File: src/rtl/ctrl_pipe_pkg.sv
// rtl/ctrl_pipe_pkg.sv - control encodings and per-stage control bundles for ctrl_pipe
package ctrl_pipe_pkg;

  typedef enum logic [1:0] {BCN = 2'b00, BCB = 2'b01, BCJAL = 2'b10, BCJALR = 2'b11} branch_e;
  typedef enum logic [1:0] {REGALU = 2'b00, REGMEM = 2'b01, RPC = 2'b10} mem2reg_e;
  typedef enum logic [1:0] {FWD_RF = 2'b00, FWD_WB = 2'b01, FWD_MEM = 2'b10} fwd_e;

  typedef struct packed {
    logic       alusrc;
    logic [1:0] aluop;
    logic [1:0] branch;
    logic       memread;
    logic       memwrite;
    logic       regwrite;
    logic [1:0] mem2reg;
  } ex_ctrl_t;

  typedef struct packed {
    logic       memread;
    logic       memwrite;
    logic       regwrite;
    logic [1:0] mem2reg;
  } mem_ctrl_t;

  typedef struct packed {
    logic       regwrite;
    logic [1:0] mem2reg;
  } wb_ctrl_t;

  localparam ex_ctrl_t EX_BUBBLE = '{alusrc: 1'b0, aluop: 2'b00, branch: BCN, memread: 1'b0,
                                     memwrite: 1'b0, regwrite: 1'b0, mem2reg: REGALU};

  // EX/MEM hit outranks MEM/WB hit: it holds the younger result.
  function automatic logic [1:0] fwd_pick(input logic mem_hit, input logic wb_hit);
    if (mem_hit) return FWD_MEM;
    if (wb_hit)  return FWD_WB;
    return FWD_RF;
  endfunction

endpackage

File: src/rtl/ctrl_pipe_if.sv
// rtl/ctrl_pipe_if.sv - decoder bundle in, stage controls and hazard/forward selects out
interface ctrl_pipe_if #(parameter int REG_W = 5);

  logic             id_alusrc;
  logic [1:0]       id_mem2reg;
  logic             id_regwrite;
  logic             id_memread;
  logic             id_memwrite;
  logic [1:0]       id_branch;
  logic [1:0]       id_aluop;
  logic [REG_W-1:0] id_rs1;
  logic [REG_W-1:0] id_rs2;
  logic [REG_W-1:0] id_rd;
  logic             ex_take;

  logic             pc_write;
  logic             ifid_write;
  logic             ifid_flush;
  logic             ex_alusrc;
  logic [1:0]       ex_aluop;
  logic [1:0]       ex_branch;
  logic             mem_memread;
  logic             mem_memwrite;
  logic             wb_regwrite;
  logic [1:0]       wb_mem2reg;
  logic [REG_W-1:0] wb_rd;
  logic [1:0]       fwd_a;
  logic [1:0]       fwd_b;

  modport master (
    output id_alusrc, id_mem2reg, id_regwrite, id_memread, id_memwrite, id_branch, id_aluop,
           id_rs1, id_rs2, id_rd, ex_take,
    input  pc_write, ifid_write, ifid_flush, ex_alusrc, ex_aluop, ex_branch, mem_memread,
           mem_memwrite, wb_regwrite, wb_mem2reg, wb_rd, fwd_a, fwd_b
  );

  modport slave (
    input  id_alusrc, id_mem2reg, id_regwrite, id_memread, id_memwrite, id_branch, id_aluop,
           id_rs1, id_rs2, id_rd, ex_take,
    output pc_write, ifid_write, ifid_flush, ex_alusrc, ex_aluop, ex_branch, mem_memread,
           mem_memwrite, wb_regwrite, wb_mem2reg, wb_rd, fwd_a, fwd_b
  );

endinterface

File: src/rtl/ctrl_pipe_hazard_fwd_unit.sv
// rtl/ctrl_pipe_hazard_fwd_unit.sv - combinational load-use stall, flush bubble and forward selects
module ctrl_pipe_hazard_fwd_unit
  import ctrl_pipe_pkg::*;
#(
  parameter int REG_W = 5
) (
  input  logic             ex_memread,
  input  logic [REG_W-1:0] ex_rd,
  input  logic [REG_W-1:0] ex_rs1,
  input  logic [REG_W-1:0] ex_rs2,
  input  logic [REG_W-1:0] id_rs1,
  input  logic [REG_W-1:0] id_rs2,
  input  logic             ex_take,
  input  logic             mem_regwrite,
  input  logic [REG_W-1:0] mem_rd,
  input  logic             wb_regwrite,
  input  logic [REG_W-1:0] wb_rd,
  output logic             stall,
  output logic             bubble,
  output logic [1:0]       fwd_a,
  output logic [1:0]       fwd_b
);

  logic load_use;
  logic mem_live;
  logic wb_live;

  assign load_use = ex_memread && (ex_rd != '0) && ((ex_rd == id_rs1) || (ex_rd == id_rs2));
  // A taken transfer discards the ID instruction, so its stall would be pointless.
  assign stall    = load_use && !ex_take;
  assign bubble   = stall || ex_take;

  assign mem_live = mem_regwrite && (mem_rd != '0);
  assign wb_live  = wb_regwrite && (wb_rd != '0);

  assign fwd_a = fwd_pick(mem_live && (mem_rd == ex_rs1), wb_live && (wb_rd == ex_rs1));
  assign fwd_b = fwd_pick(mem_live && (mem_rd == ex_rs2), wb_live && (wb_rd == ex_rs2));

endmodule

File: src/rtl/ctrl_pipe.sv
// rtl/ctrl_pipe.sv - ID/EX, EX/MEM, MEM/WB control registers with hazard and forward control
// Optional CTRL_PIPE_PERF_EN adds stall_cnt/flush_cnt event counters.
module ctrl_pipe
  import ctrl_pipe_pkg::*;
#(
  parameter int REG_W = 5
) (
  input  logic        clk,
  input  logic        rst_n,
  ctrl_pipe_if.slave  bus
`ifdef CTRL_PIPE_PERF_EN
  ,
  output logic [31:0] stall_cnt,
  output logic [31:0] flush_cnt
`endif
);

  ex_ctrl_t         idex_ctrl_q, idex_ctrl_d;
  logic [REG_W-1:0] idex_rs1_q, idex_rs1_d, idex_rs2_q, idex_rs2_d, idex_rd_q, idex_rd_d;
  mem_ctrl_t        exmem_ctrl_q, exmem_ctrl_d;
  logic [REG_W-1:0] exmem_rd_q, exmem_rd_d;
  wb_ctrl_t         memwb_ctrl_q, memwb_ctrl_d;
  logic [REG_W-1:0] memwb_rd_q, memwb_rd_d;

  logic stall;
  logic bubble;

  ctrl_pipe_hazard_fwd_unit #(.REG_W(REG_W)) u_hazard_fwd (
    .ex_memread   (idex_ctrl_q.memread),
    .ex_rd        (idex_rd_q),
    .ex_rs1       (idex_rs1_q),
    .ex_rs2       (idex_rs2_q),
    .id_rs1       (bus.id_rs1),
    .id_rs2       (bus.id_rs2),
    .ex_take      (bus.ex_take),
    .mem_regwrite (exmem_ctrl_q.regwrite),
    .mem_rd       (exmem_rd_q),
    .wb_regwrite  (memwb_ctrl_q.regwrite),
    .wb_rd        (memwb_rd_q),
    .stall        (stall),
    .bubble       (bubble),
    .fwd_a        (bus.fwd_a),
    .fwd_b        (bus.fwd_b)
  );

  always_comb begin
    idex_ctrl_d = '{alusrc: bus.id_alusrc, aluop: bus.id_aluop, branch: bus.id_branch,
                    memread: bus.id_memread, memwrite: bus.id_memwrite,
                    regwrite: bus.id_regwrite, mem2reg: bus.id_mem2reg};
    idex_rs1_d  = bus.id_rs1;
    idex_rs2_d  = bus.id_rs2;
    idex_rd_d   = bus.id_rd;
    // Bubble overrides every field, including x decoder outputs for unknown opcodes.
    if (bubble) begin
      idex_ctrl_d = EX_BUBBLE;
      idex_rs1_d  = '0;
      idex_rs2_d  = '0;
      idex_rd_d   = '0;
    end
    exmem_ctrl_d = '{memread: idex_ctrl_q.memread, memwrite: idex_ctrl_q.memwrite,
                     regwrite: idex_ctrl_q.regwrite, mem2reg: idex_ctrl_q.mem2reg};
    exmem_rd_d   = idex_rd_q;
    memwb_ctrl_d = '{regwrite: exmem_ctrl_q.regwrite, mem2reg: exmem_ctrl_q.mem2reg};
    memwb_rd_d   = exmem_rd_q;
  end

  always_ff @(posedge clk or negedge rst_n) begin
    if (!rst_n) begin
      idex_ctrl_q  <= EX_BUBBLE;
      idex_rs1_q   <= '0;
      idex_rs2_q   <= '0;
      idex_rd_q    <= '0;
      exmem_ctrl_q <= '0;
      exmem_rd_q   <= '0;
      memwb_ctrl_q <= '0;
      memwb_rd_q   <= '0;
    end else begin
      idex_ctrl_q  <= idex_ctrl_d;
      idex_rs1_q   <= idex_rs1_d;
      idex_rs2_q   <= idex_rs2_d;
      idex_rd_q    <= idex_rd_d;
      exmem_ctrl_q <= exmem_ctrl_d;
      exmem_rd_q   <= exmem_rd_d;
      memwb_ctrl_q <= memwb_ctrl_d;
      memwb_rd_q   <= memwb_rd_d;
    end
  end

  assign bus.pc_write     = !stall;
  assign bus.ifid_write   = !stall;
  assign bus.ifid_flush   = bus.ex_take;
  assign bus.ex_alusrc    = idex_ctrl_q.alusrc;
  assign bus.ex_aluop     = idex_ctrl_q.aluop;
  assign bus.ex_branch    = idex_ctrl_q.branch;
  assign bus.mem_memread  = exmem_ctrl_q.memread;
  assign bus.mem_memwrite = exmem_ctrl_q.memwrite;
  assign bus.wb_regwrite  = memwb_ctrl_q.regwrite;
  assign bus.wb_mem2reg   = memwb_ctrl_q.mem2reg;
  assign bus.wb_rd        = memwb_rd_q;

`ifdef CTRL_PIPE_PERF_EN
  logic [31:0] stall_cnt_q, stall_cnt_d, flush_cnt_q, flush_cnt_d;

  always_comb begin
    stall_cnt_d = stall_cnt_q + {31'd0, stall};
    flush_cnt_d = flush_cnt_q + {31'd0, bus.ex_take};
  end

  always_ff @(posedge clk or negedge rst_n) begin
    if (!rst_n) begin
      stall_cnt_q <= '0;
      flush_cnt_q <= '0;
    end else begin
      stall_cnt_q <= stall_cnt_d;
      flush_cnt_q <= flush_cnt_d;
    end
  end

  assign stall_cnt = stall_cnt_q;
  assign flush_cnt = flush_cnt_q;
`endif

endmodule
File: src/flat_wrapper.sv
// flat-port wrapper written by rule: the top's interface ports become plain ports
module ctrl_pipe_flat import ctrl_pipe_pkg::*;
#(
  parameter int REG_W = 5
)
  (clk, rst_n, bus_id_alusrc, bus_id_mem2reg, bus_id_regwrite, bus_id_memread, bus_id_memwrite, bus_id_branch, bus_id_aluop, bus_id_rs1, bus_id_rs2, bus_id_rd, bus_ex_take, bus_pc_write, bus_ifid_write, bus_ifid_flush, bus_ex_alusrc, bus_ex_aluop, bus_ex_branch, bus_mem_memread, bus_mem_memwrite, bus_wb_regwrite, bus_wb_mem2reg, bus_wb_rd, bus_fwd_a, bus_fwd_b);
  ctrl_pipe_if #(.REG_W(REG_W)) bus_i ();
  input  logic clk;
  input  logic rst_n;
  input wire logic [$bits(bus_i.id_alusrc)-1:0] bus_id_alusrc;
  input wire logic [$bits(bus_i.id_mem2reg)-1:0] bus_id_mem2reg;
  input wire logic [$bits(bus_i.id_regwrite)-1:0] bus_id_regwrite;
  input wire logic [$bits(bus_i.id_memread)-1:0] bus_id_memread;
  input wire logic [$bits(bus_i.id_memwrite)-1:0] bus_id_memwrite;
  input wire logic [$bits(bus_i.id_branch)-1:0] bus_id_branch;
  input wire logic [$bits(bus_i.id_aluop)-1:0] bus_id_aluop;
  input wire logic [$bits(bus_i.id_rs1)-1:0] bus_id_rs1;
  input wire logic [$bits(bus_i.id_rs2)-1:0] bus_id_rs2;
  input wire logic [$bits(bus_i.id_rd)-1:0] bus_id_rd;
  input wire logic [$bits(bus_i.ex_take)-1:0] bus_ex_take;
  output wire logic [$bits(bus_i.pc_write)-1:0] bus_pc_write;
  output wire logic [$bits(bus_i.ifid_write)-1:0] bus_ifid_write;
  output wire logic [$bits(bus_i.ifid_flush)-1:0] bus_ifid_flush;
  output wire logic [$bits(bus_i.ex_alusrc)-1:0] bus_ex_alusrc;
  output wire logic [$bits(bus_i.ex_aluop)-1:0] bus_ex_aluop;
  output wire logic [$bits(bus_i.ex_branch)-1:0] bus_ex_branch;
  output wire logic [$bits(bus_i.mem_memread)-1:0] bus_mem_memread;
  output wire logic [$bits(bus_i.mem_memwrite)-1:0] bus_mem_memwrite;
  output wire logic [$bits(bus_i.wb_regwrite)-1:0] bus_wb_regwrite;
  output wire logic [$bits(bus_i.wb_mem2reg)-1:0] bus_wb_mem2reg;
  output wire logic [$bits(bus_i.wb_rd)-1:0] bus_wb_rd;
  output wire logic [$bits(bus_i.fwd_a)-1:0] bus_fwd_a;
  output wire logic [$bits(bus_i.fwd_b)-1:0] bus_fwd_b;
  assign bus_i.id_alusrc = bus_id_alusrc;
  assign bus_i.id_mem2reg = bus_id_mem2reg;
  assign bus_i.id_regwrite = bus_id_regwrite;
  assign bus_i.id_memread = bus_id_memread;
  assign bus_i.id_memwrite = bus_id_memwrite;
  assign bus_i.id_branch = bus_id_branch;
  assign bus_i.id_aluop = bus_id_aluop;
  assign bus_i.id_rs1 = bus_id_rs1;
  assign bus_i.id_rs2 = bus_id_rs2;
  assign bus_i.id_rd = bus_id_rd;
  assign bus_i.ex_take = bus_ex_take;
  assign bus_pc_write = bus_i.pc_write;
  assign bus_ifid_write = bus_i.ifid_write;
  assign bus_ifid_flush = bus_i.ifid_flush;
  assign bus_ex_alusrc = bus_i.ex_alusrc;
  assign bus_ex_aluop = bus_i.ex_aluop;
  assign bus_ex_branch = bus_i.ex_branch;
  assign bus_mem_memread = bus_i.mem_memread;
  assign bus_mem_memwrite = bus_i.mem_memwrite;
  assign bus_wb_regwrite = bus_i.wb_regwrite;
  assign bus_wb_mem2reg = bus_i.wb_mem2reg;
  assign bus_wb_rd = bus_i.wb_rd;
  assign bus_fwd_a = bus_i.fwd_a;
  assign bus_fwd_b = bus_i.fwd_b;
  ctrl_pipe #(.REG_W(REG_W)) u_core (.clk(clk), .rst_n(rst_n), .bus(bus_i));
endmodule
File: config.mk
export PLATFORM = sky130hd
export DESIGN_NAME = ctrl_pipe_flat
export DESIGN_NICKNAME = d
export VERILOG_FILES = /design/src/rtl/ctrl_pipe_pkg.sv /design/src/rtl/ctrl_pipe_if.sv /design/src/rtl/ctrl_pipe_hazard_fwd_unit.sv /design/src/rtl/ctrl_pipe.sv /design/src/flat_wrapper.sv
export SDC_FILE = /design/constraint.sdc
export NUM_CORES = 1
export LEC_CHECK = 0
export CORE_ASPECT_RATIO = 0.5
export CORE_MARGIN = 1.5
export CORE_UTILIZATION = 43
export CTS_CLUSTER_SIZE = 40
export DETAILED_ROUTE_END_ITERATION = 7
export GPL_TIMING_DRIVEN = 0
export PLACE_DENSITY = 0.78
export SYNTH_ARGS = -nofsm -noshare
export SYNTH_HDL_FRONTEND = slang
export SYNTH_SLANG_ARGS = --single-unit
File: constraint.sdc
create_clock -name clk -period 1.9 [get_ports clk]
set_input_delay 0.285 -clock clk [delete_from_list [all_inputs] [get_ports clk]]
set_output_delay 0.285 -clock clk [all_outputs]
set_load 0.02 [all_outputs]
==> flow_summary.yaml <==
placed_design:
  hpwlAfterDp_um: 2680
  dpl.cell_count: 255
  globalplace.congestion: 0.890
  placement.io_buffers: 49
  dpl-instance-area_um2: 2510
global_routing:
  overall_fraction_of_global_route_tracks_in_use: 0.179
  grt_pass1_vias: 1365
  grt-ovfl-total: 0
  number_of_antenna_violations_at_the_first_check_in_global_routing: 0
  grt_max_degree: 44
  grt_pass1_wl_um: 6530
layout:
  layout.filler_cells: 301
  antenna_cells: 0
  layoutNonFillerInstCount: 277
  most_common_library_cell_in_the_layout_ignoring_fill_and_taps: "sky130_fd_sc_hd__clkdlybuf4s50_1"
  sequential_cell_area_um2: 1080
  layout_cells_sized_above_1: 0.336
  final_nets: 250
  post-route-cell-area_um2: 2800
  layout_common_cells: "sky130_fd_sc_hd__clkdlybuf4s50_1 (41), sky130_fd_sc_hd__dfrtp_1 (39), sky130_fd_sc_hd__nand2b_1 (25)"
  area.growth.synth_to_final_pct: 46.2
  multiInputGateArea_um2: 881
synth:
  synth_warnings: 0
  syn_nets: 180
  postSynthRegisterBits: 43
  post_synth_num_cell_types: 20
  synth.avg_cell_area_um2: 12.6
  yosysSeqAreaShare: 0.562
  synthesis.instances: 152
  mappedNetlistArea_um2: 1920
job:
  cap_violations: 0
timing:
  setup_viol: 6
  rsz0062_at_grt: "true"
  setup-tns-final_ns: -1.14
  hold_viol_final: 0
  drv_slew: 0
  slew-limit-headroom: 0.402
  tightestPinTransition_ns: 0.897
  clock_period_minus_final_worst_setup_slack_ns: 2.20
  skew_ns: 0.00438
  max_clock_freq_mhz: 454
  final.period_utilization: 1.16
  worst_slack_ns: -0.302
routing:
  drc: 0
  vias: 1334
  post_drt_via_cell_ratio: 4.82
  routed_wire_length_per_instance_um: 14.4
  detail_route.iter0.violations: 20
  dr.pass1.iters: 4
  wirelength_um: 3980
  postRouteAntennaNets: 0
pwr:
  power.leakage_nw: 1.21
  net_switching_share_of_the_total_power: 0.258
  p_per_area_nw_per_um2: 723
  sequential_power_share: 0.497
  worst_ir_drop_vdd_mv: 0.428
  pwr-share-clk: 0.308
  total_switching_power_uw: 523
  p_int_mw: 1.50
  p_total_mw: 2.03
  comb_power_share: 0.195
floorplan:
  chipWidth_um: 97.4
  die-area_um2: 4890
  core_region_area_um2: 4080
  die_h_um: 50.2
  io_pins: 50
  starting_density_of_the_core: 0.469
  placementRows: 16
min_path:
  min-delay-path-class: "input port to asynchronous set/reset pin"
worst_setup_path:
  regToRegSetupSlack_ns: 0.11
  maximum_fanout_along_the_worst_path: 4
  start_kind: "flop"
  crit_required_ns: 1.62
  arrival_ns: 1.92
  path_class: "flop to output pin"
  r2r_cells: 6
  worst_setup_path_end_kind: "output pin"
outcome:
  result_of_the_run: "finished with violations"
  violations: "setup timing"
clocking:
  cts_num_sinks: 43
  cts_tree: "yes"
  cts-htree-levels: 2
  root_buffer: "sky130_fd_sc_hd__clkbuf_8"
  worstSkewPairLatency_ns: 0.30
  cts-root-to-sink-buffers: 2
  tritoncts_buffer_count: 5
  clkTransAtPathRegs_ns: 0.07
-- metal layers --
layer  up-vias  global-route usage  wire, um
met2        27               0.279      1940
li1        644                   -         -
met4         0              0.0857        73
met5         -                   0         0
met3         8              0.0446       147
met1       655               0.240      1810
-- registers in the layout (all words and copies together), names as in the netlist --
register and count:
u_core.bus.mem_memwrite 1, u_core.bus.ex_aluop 2, u_core.exmem_ctrl_d 5, u_core.bus.wb_rd 5
u_core.idex_rs1_q 5, u_core.idex_rs2_q 5, u_core.exmem_rd_d 5, u_core.bus.mem_memread 1
u_core.exmem_ctrl_q 3, u_core.bus.wb_mem2reg 2, u_core.bus.ex_branch 2, u_core.exmem_rd_q 5
u_core.bus.wb_regwrite 1, u_core.bus.ex_alusrc 1
-- final timing paths --
check,start,end
worst max-delay path,u_core.bus.wb_rd[4]$_DFF_PN0_,bus_fwd_b[0]
worst min register to register,u_core.exmem_ctrl_d[0]$_DFF_PN0_,u_core.exmem_ctrl_q[0]$_DFF_PN0_
worst min-delay path,rst_n,u_core.exmem_ctrl_d[1]$_DFF_PN0_
worst max register to register,u_core.exmem_rd_d[1]$_DFF_PN0_,u_core.idex_rs2_q[3]$_DFF_PN0_
min in group clk,u_core.exmem_ctrl_d[0]$_DFF_PN0_,u_core.exmem_ctrl_q[0]$_DFF_PN0_
max in group asynchronous,rst_n,u_core.bus.wb_rd[3]$_DFF_PN0_
-- cell usage after synthesis (all sizes together) --
cell type	number	area (um^2)
o22ai	1	12.5
clkbuf	2	7.51
a21oi	25	196
o21a	1	7.51
nand3	4	20.0
nand3b	1	7.51
xnor2	16	140
or4	5	37.5
nand2b	25	156
xor2	14	123
nor4	4	37.5
nand2	2	7.51
dfrtp	43	1080
buf	7	76.3
o21ai	2	10.0
-- what timing repair did --
item,CTS,global route
resized for setup,47,9
hold buffers,0,0
setup buffers,12,5
pin swaps,6,8
endpoints found under the setup margin,7,17
-- logic make-up (layout without fill, tap and decap cells) --
family / after synthesis / count (layout) / share of synthesized area
compound gates: 29 / 29 / 0.118
buf+inv: 9 / 80 / 0.0438
xor+xnor: 30 / 30 / 0.137
flops: 43 / 43 / 0.562
simple gates: 41 / 41 / 0.139
-- worst max-delay path, cell delays in order (launching register included) --
cell and delay [ns]:
sky130_fd_sc_hd__dfrtp_2 0.41, sky130_fd_sc_hd__or4_4 0.14, sky130_fd_sc_hd__o21ai_2 0.06, sky130_fd_sc_hd__or4_4 0.55, sky130_fd_sc_hd__nor4_4 0.29, sky130_fd_sc_hd__buf_4 0.18
-- stage by stage --
| stage | worst slack [ns] | hold WS, ns | utilization |
|---|---|---|---|
| floorplan | -0.136 | -0.0106 | - |
| global placement | -0.930 | 0.333 | 0.615 |
| detailed placement | -0.956 | 0.338 | 0.614 |
| CTS | -0.306 | 0.139 | 0.669 |
| global route | -0.356 | 0.196 | 0.686 |
| finish | -0.302 | 0.113 | 0.686 |
-- power groups by stage --
stage | Combinational (mW) | Clock, mW | Sequential [mW]
final | 0.395 | 0.623 | 1.01
after global placement | 0.328 | 0 | 1.02
after floorplan | 0.168 | 0 | 1.04
after global routing | 0.430 | 0.690 | 1.01
after detailed placement | 0.333 | 0 | 1.03
after CTS | 0.377 | 0.647 | 1.00
-- area by class of cell --
| type | instances | area share |
|---|---|---|
| buffer | 7 | 0.0237 |
| clock buffer | 8 | 0.0357 |
| multi-input combinational | 100 | 0.315 |
| sequential | 43 | 0.386 |
| tap | 54 | 0.0241 |
| timing repair buffer | 65 | 0.216 |
Power figures use the tool's default switching activity.
